File: config.mk
export PLATFORM = sky130hd
export DESIGN_NAME = n64_bit_encoder
export DESIGN_NICKNAME = d
export VERILOG_FILES = /design/src/rtl/n64_bit_encoder.sv
export SDC_FILE = /design/constraint.sdc
export NUM_CORES = 1
export LEC_CHECK = 0
export CAP_MARGIN = 0
export CORE_ASPECT_RATIO = 0.9
export CORE_UTILIZATION = 45
export CTS_CLUSTER_SIZE = 25
export DETAILED_ROUTE_END_ITERATION = 16
export DONT_BUFFER_PORTS = 1
export HOLD_SLACK_MARGIN = 0.05
export PLACE_DENSITY_LB_ADDON = 0.15
export RECOVER_POWER = 100
export SLEW_MARGIN = 15
export SYNTH_ARGS = -nofsm -noshare
export SYNTH_HDL_FRONTEND = slang
export SYNTH_SLANG_ARGS = --single-unit
File: constraint.sdc
create_clock -name clk -period 1.8 [get_ports clk]
set_clock_uncertainty 0.15 [all_clocks]
set_input_delay 0.36 -clock clk [delete_from_list [all_inputs] [get_ports clk]]
set_output_delay 0.36 -clock clk [all_outputs]
set_load 0.03 [all_outputs]
File: src/rtl/n64_bit_encoder.sv
// n64_bit_encoder: serialises one N64 one-wire command frame.
// Each data bit becomes a 4-slot pulse-width code on line_oe (1 = pull line low).
// Data comes from an external rotating shift register: din is its dout and
// bit_req drives its enable.
// Optional macro N64_STOP_BIT_EN: appends the console stop bit (1 slot low, 2 slots high).
// With the macro undefined, done follows the last data bit directly.
module n64_bit_encoder #(
   parameter int QDIV  = 12,  // clk cycles per 1 us slot, >= 2
   parameter int NBITS = 8    // data bits per frame, 1..64
) (
   input  logic clk,
   input  logic rstn,
   input  logic start,
   input  logic din,
   output logic bit_req,
   output logic line_oe,
   output logic busy,
   output logic done
);

   localparam int TW = $clog2(QDIV);
   localparam int CW = $clog2(NBITS + 1);

   localparam logic [1:0] S_IDLE = 2'd0;
   localparam logic [1:0] S_DATA = 2'd1;
`ifdef N64_STOP_BIT_EN
   localparam logic [1:0] S_STOP = 2'd2;
`endif

   logic [1:0]    state_q, state_d;
   logic [TW-1:0] timer_q, timer_d;
   logic [1:0]    slot_q, slot_d;
   logic [CW-1:0] bit_cnt_q, bit_cnt_d;
   logic          cur_bit_q, cur_bit_d;
   logic          line_oe_d, bit_req_d, busy_d, done_d;
   logic          slot_tick, last_bit;

   assign slot_tick = (timer_q == TW'(QDIV - 1));
   assign last_bit  = (bit_cnt_q == CW'(NBITS - 1));

   // Next-state: slot timer, slot/bit counters, FSM and bit capture
   always_comb begin
      state_d   = state_q;
      timer_d   = timer_q;
      slot_d    = slot_q;
      bit_cnt_d = bit_cnt_q;
      cur_bit_d = cur_bit_q;
      done_d    = 1'b0;
      case (state_q)
         S_IDLE: begin
            if (start) begin
               state_d   = S_DATA;
               timer_d   = '0;
               slot_d    = 2'd0;
               bit_cnt_d = '0;
            end
         end
         S_DATA: begin
            // Shift register output is valid one cycle after bit_req: first cycle of slot0
            if (slot_q == 2'd0 && timer_q == '0) begin
               cur_bit_d = din;
            end
            if (slot_tick) begin
               timer_d = '0;
               slot_d  = slot_q + 2'd1;
               if (slot_q == 2'd3) begin
                  if (last_bit) begin
                     bit_cnt_d = '0;
`ifdef N64_STOP_BIT_EN
                     state_d = S_STOP;
`else
                     state_d = S_IDLE;
                     done_d  = 1'b1;
`endif
                  end else begin
                     bit_cnt_d = bit_cnt_q + CW'(1);
                  end
               end
            end else begin
               timer_d = timer_q + TW'(1);
            end
         end
`ifdef N64_STOP_BIT_EN
         S_STOP: begin
            if (slot_tick) begin
               timer_d = '0;
               if (slot_q == 2'd2) begin
                  slot_d  = 2'd0;
                  state_d = S_IDLE;
                  done_d  = 1'b1;
               end else begin
                  slot_d = slot_q + 2'd1;
               end
            end else begin
               timer_d = timer_q + TW'(1);
            end
         end
`endif
         default: begin
            state_d = S_IDLE;
         end
      endcase
   end

   // Output decode from next state so every output is a plain register
   always_comb begin
      line_oe_d = 1'b0;
      busy_d    = (state_d != S_IDLE);
      bit_req_d = (state_d == S_DATA) && (slot_d == 2'd3) && (timer_d == TW'(QDIV - 1));
      case (state_d)
         S_DATA: begin
            case (slot_d)
               2'd0:    line_oe_d = 1'b1;
               2'd1:    line_oe_d = ~cur_bit_d;
               2'd2:    line_oe_d = ~cur_bit_d;
               default: line_oe_d = 1'b0;
            endcase
         end
`ifdef N64_STOP_BIT_EN
         S_STOP: begin
            line_oe_d = (slot_d == 2'd0);
         end
`endif
         default: begin
            line_oe_d = 1'b0;
         end
      endcase
   end

   // State and output registers; reset releases the line immediately
   always_ff @(posedge clk or negedge rstn) begin
      if (!rstn) begin
         state_q   <= S_IDLE;
         timer_q   <= '0;
         slot_q    <= 2'd0;
         bit_cnt_q <= '0;
         cur_bit_q <= 1'b0;
         line_oe   <= 1'b0;
         bit_req   <= 1'b0;
         busy      <= 1'b0;
         done      <= 1'b0;
      end else begin
         state_q   <= state_d;
         timer_q   <= timer_d;
         slot_q    <= slot_d;
         bit_cnt_q <= bit_cnt_d;
         cur_bit_q <= cur_bit_d;
         line_oe   <= line_oe_d;
         bit_req   <= bit_req_d;
         busy      <= busy_d;
         done      <= done_d;
      end
   end

endmodule

==> impl_metrics.json, run 1 <==
{
  "status": "finished, violations left",
  "violations": "setup timing",
  "crit_type": "register to register",
  "p_leak_nw": 0.553,
  "power_density_nw_per_um2": 944,
  "fillCellCount": 178,
  "synth_fp_nets": 102,
  "ff2ff_path_depth": 8,
  "synth_area_sq_um": 913,
  "coreArea_sq_um": 1910,
  "cp.required_ps": 1830,
  "final_antenna_net_count": 0,
  "grt_util_met3": 0.0404,
  "instances_no_fill": 132,
  "die_y_microns": 44.7,
  "grt.met1_usage": 0.245,
  "place_area_sq_um": 1010,
  "start_util": 0.477,
  "relSlewSlack": 0.494,
  "crit_path_start_kind": "register",
  "clk_pin_slew_ps": 110,
  "antenna_found_initial": 0,
  "rows": 15,
  "overflow": 0,
  "hold_depth": 1,
  "multi_input_area_sq_um": 524,
  "place_ws_ps": -135,
  "register_area_sq_um": 427,
  "grt_use_met2": 0.362,
  "power_frac_seq": 0.472,
  "final_cell_mix": "16 x dfrtp_1, 13 x buf_4, 10 x nand2_1",
  "rrSetupSlack_ps": -20,
  "hold_ws_ps": 77.0,
  "synth_cells": 90,
  "worst_slew_pin_slew_ps": 756,
  "clkPwrFrac": 0.193,
  "crit_slowest_cell": "dfrtp_1",
  "crit_arrival_ps": 1850,
  "p_sw_mw": 0.357,
  "finalCritPeriodShare": 1.01,
  "dp_hpwl_microns": 1410,
  "cp_top_family": "simple AND/OR/NAND/NOR gates",
  "p_int_mw": 0.715,
  "cp_max_fo": 4,
  "detail_route.first_pass.iterations": 2,
  "globalplace.congestion": 0.842,
  "grt_setup_unrepaired": "yes",
  "min_to": "cur_bit_q",
  "cts_tree": "built",
  "design_area_sq_um": 1140,
  "fin_ws_ps": -18.8,
  "dpl.cell_count": 122,
  "io_buffer_count": 0,
  "cts.sinks": 17,
  "drt_wl_total_microns": 1960,
  "period_minus_slack_ps": 1820,
  "final_util": 0.593,
  "crit_buf_inv": 0,
  "synth_top_area_frac": 0.466,
  "die_w_microns": 49.5,
  "vias_per_cell": 5.70,
  "synth_cell_types": 32,
  "drtIter0Drc": 7,
  "cap_violations": 0,
  "r2r_end": "bit_req",
  "cts_buffer_depth": 2,
  "hold_viol": 0,
  "grt_max_degree": 18,
  "slowest_delay_ps": 390,
  "drive_above_1_share": 0.374,
  "root_buffer": "clkbuf_4",
  "fmax_ghz": 0.550,
  "area_delta_synth_final_pct": 24.4,
  "fin_nets": 120,
  "clock_latency_ps": 290,
  "synth_area_leaders": "dfrtp_1 47%, ha_1 11%, nand2_1 5.3%, nand3_1 2.7%, nor2_1 2.5%",
  "io_pins": 8,
  "power_frac_comb": 0.335,
  "timing.setup.tns_ps": -35.9,
  "wl_per_cell_microns": 14.8,
  "dieArea_sq_um": 2210,
  "synth_area_leader_cell": "dfrtp_1",
  "grt_pass1_wl_microns": 3240,
  "n_antenna_cell": 0,
  "hp-class": "input port to register",
  "slew_viol_final": 0,
  "syn_avg_cell_area_sq_um": 10.1,
  "drc": 0,
  "finalSetupViolCount": 2,
  "ys_seq_area_frac": 0.466,
  "r2r_start": "timer_q[1]",
  "ir_drop_v": 0.000530,
  "vias": 752,
  "ys_seq_elements": 17,
  "grt_usage": 0.202,
  "final_common_cell": "dfrtp_1",
  "path_cells": "ha_2, and3_4, and2_4, nand2_2, nand2_2, ha_2, nor3b_2, and4b_1",
  "busiest_layer": "met2",
  "grt_pass1_vias": 765,
  "p_total_mw": 1.07,
  "min_from": "din",
  "netSwitchingFraction": 0.333,
  "htreeDepth": 1,
  "cts_buffers": 3,
  "ys_warn_count": 0,
  "worstSetupEndpointType": "register"
}
==> sequential cells by signal, summed over array words and instances, names as in the netlist <==
register and count:
bit_cnt_q 4, bit_req 1, busy 1, cur_bit_q 1, done 1, line_oe 1
slot_q 2, state_q 2, timer_q 4
==> layer usage <==
metal / routed length, microns / part of all wire / up-vias
met2: 952 / 0.49 / 13
met5: 0 / 0 / -
met4: 43 / 0.022 / 0
met3: 47 / 0.024 / 6
li1: - / - / 358
met1: 913 / 0.47 / 375
==> how the worst max path moves through the flow <==
stage	end	slack, ps	depth (start not counted)	from
after CTS	bit_req	0.2	8	timer_q[0]
after detailed placement	bit_req	-140	8	timer_q[1]
after global placement	bit_req	-50	8	timer_q[0]
after floorplan	bit_req	-50	9	timer_q[0]
final	bit_req	-20	8	timer_q[1]
after global routing	line_oe	-80	8	timer_q[1]
==> power groups by stage <==
| stage | Clock, mW | Combinational, mW | Sequential, mW |
|---|---|---|---|
| 3_3_place_gp | 0 | 0.303 | 0.509 |
| 5_1_grt | 0.231 | 0.396 | 0.515 |
| 4_1_cts | 0.209 | 0.348 | 0.505 |
| 3_5_place_dp | 0 | 0.307 | 0.511 |
| 6_report | 0.207 | 0.359 | 0.506 |
| 2_1_floorplan | 0 | 0.169 | 0.528 |
==> cell usage after synthesis, drive strengths merged <==
master  number
a32o         1
and4b        1
and2b        1
and4         1
conb         1
nand4        1
nand3        5
nor3         2
ha           8
or3          1
a211oi       1
mux2         2
and2         1
a22o         2
inv          5
a32oi        2
nor2         6
dfrtp       17
a21boi       2
buf          1
o21ai        8
o21bai       1
nand4b       1
nand2b       1
o211ai       1
and3         3
nand2       13
nor3b        1
==> worst reg2reg max path, cell delays in order (launching register included) <==
cell and delay, ps:
dfrtp_1 390, ha_2 190, and3_4 160, and2_4 180
nand2_2 70, nand2_2 70, ha_2 170, nor3b_2 140
and4b_1 190
==> cell type report <==
type	count	area share
Timing Repair Buffer	14	0.0947
Clock inverter	1	0.00441
Inverter	5	0.0165
Multi-Input combinational cell	67	0.461
Sequential cell	17	0.376
Tap cell	25	0.0275
Clock buffer	3	0.0198
==> cell families (layout without fill, tap and decap cells) <==
kind of cell | count (synthesis) | count (layout) | synth area share
flops | 17 | 17 | 0.466
fa+ha+maj | 8 | 8 | 0.110
simple gates | 38 | 38 | 0.216
other cells | 1 | 1 | 0.00411
mux | 2 | 2 | 0.0288
compound gates | 18 | 18 | 0.149
buf+inv | 6 | 23 | 0.0260
==> timing repair <==
action,in CTS,in global routing
endpoints found under the hold margin,17,0
hold buffers,1,0
resized for setup,9,5
pin swaps,3,3
endpoints found under the setup margin,2,2
buffers inserted,4,1
(Power assumes the default switching activity.)
==> run 2: changes to the inputs <==
SKIP_CTS_REPAIR_TIMING = 1   (was unset)
==> impl_metrics.json, run 2 (synthesis results as in run 1) <==
{
  "slowest_delay_ps": 400,
  "cts_tree": "built",
  "grt_max_degree": 18,
  "finalCritPeriodShare": 1.01,
  "clock_latency_ps": 290,
  "grt_setup_unrepaired": "yes",
  "ir_drop_v": 0.000523,
  "worst_slew_pin_slew_ps": 762,
  "min_from": "din",
  "grt_pass1_vias": 737,
  "die_w_microns": 49.5,
  "coreArea_sq_um": 1910,
  "power_frac_seq": 0.482,
  "fmax_ghz": 0.550,
  "reg_top3": "bit_cnt_q (4), timer_q (4)",
  "final_cell_mix": "17 x dfrtp_1, 11 x buf_4, 10 x nand2_1",
  "finalSetupViolCount": 2,
  "wl_per_cell_microns": 14.9,
  "drive_above_1_share": 0.343,
  "path_cells": "ha_2, and3_4, and2_4, nand2_2, nand2_2, ha_4, nor3b_2, and4b_1",
  "dieArea_sq_um": 2210,
  "drt_wl_total_microns": 1940,
  "n_antenna_cell": 0,
  "hp-class": "input port to register",
  "crit_arrival_ps": 1850,
  "p_leak_nw": 0.543,
  "p_int_mw": 0.700,
  "drc": 0,
  "grt_pass1_wl_microns": 3100,
  "overflow": 0,
  "power_density_nw_per_um2": 931,
  "clkPwrFrac": 0.192,
  "power_frac_comb": 0.325,
  "final_common_cell": "dfrtp_1",
  "dp_hpwl_microns": 1410,
  "r2r_start": "timer_q[0]",
  "clk_pin_slew_ps": 100,
  "place_area_sq_um": 1010,
  "rrSetupSlack_ps": -20,
  "detail_route.first_pass.iterations": 4,
  "cts_buffer_depth": 2,
  "cp_max_fo": 4,
  "instances_no_fill": 130,
  "slew_viol_final": 0,
  "place_ws_ps": -135,
  "hold_viol": 0,
  "design_area_sq_um": 1130,
  "violations": "setup timing",
  "globalplace.congestion": 0.842,
  "crit_slowest_cell": "dfrtp_1",
  "cts.sinks": 17,
  "crit_type": "register to register",
  "root_buffer": "clkbuf_4",
  "start_util": 0.477,
  "dpl.cell_count": 122,
  "p_total_mw": 1.05,
  "io_pins": 8,
  "status": "finished, violations left",
  "io_buffer_count": 0,
  "grt_usage": 0.194,
  "hold_ws_ps": 85.8,
  "relSlewSlack": 0.490,
  "final_antenna_net_count": 0,
  "fin_ws_ps": -18.9,
  "p_sw_mw": 0.349,
  "final_util": 0.588,
  "htreeDepth": 1,
  "antenna_found_initial": 0,
  "worstSetupEndpointType": "register",
  "rows": 15,
  "drtIter0Drc": 9,
  "cts_buffers": 3,
  "netSwitchingFraction": 0.332,
  "area_delta_synth_final_pct": 23.3,
  "cp.required_ps": 1830,
  "cap_violations": 0,
  "crit_path_start_kind": "register",
  "vias": 727,
  "vias_per_cell": 5.59,
  "fin_nets": 118,
  "critical_path.most_common_cell": "nand2_2",
  "timing.setup.tns_ps": -22.3,
  "critPathLaunch": "timer_q[0]",
  "die_y_microns": 44.7,
  "period_minus_slack_ps": 1820,
  "fillCellCount": 173
}
[run 2: critical path: cells and delay by family, from the launching register on]
family | cells | cell delay [ps]
and+or+nand+nor | 6 | 820
DFF | 1 | 400
adders and majority gates | 2 | 350
[run 2: path summary, 6_finish.rpt]
path | endpoint | cells after the start
worst max-delay path | bit_req | 8
worst min-delay path | cur_bit_q | 1
worst max register to register | bit_req | 8
worst min register to register | cur_bit_q | 1
max in group asynchronous | timer_q[1] | 1
min in group asynchronous | cur_bit_q | 1
[run 2: metal layers]
layer,GRT usage,up-vias,wire length [microns]
met1,0.239,357,896
met5,0,-,0
met4,0.0857,0,25
met2,0.334,15,927
li1,-,351,-
met3,0.0438,4,86
[run 2: final cells by class]
class,instances,area (sq um),share of cell area
Multi-Input combinational cell,67,531,0.471
Clock buffer,3,22.5,0.0200
Inverter,5,18.8,0.0167
Clock inverter,1,5.00,0.00444
Tap cell,25,31.3,0.0278
Timing Repair Buffer,12,92.6,0.0822
Sequential cell,17,425,0.378
[run 2: power groups by stage]
stage	Sequential, mW	Clock [mW]	Combinational (mW)
2_1_floorplan	0.528	0	0.169
3_3_place_gp	0.509	0	0.303
3_5_place_dp	0.511	0	0.307
4_1_cts	0.503	0.209	0.309
5_1_grt	0.514	0.231	0.376
6_report	0.506	0.202	0.341
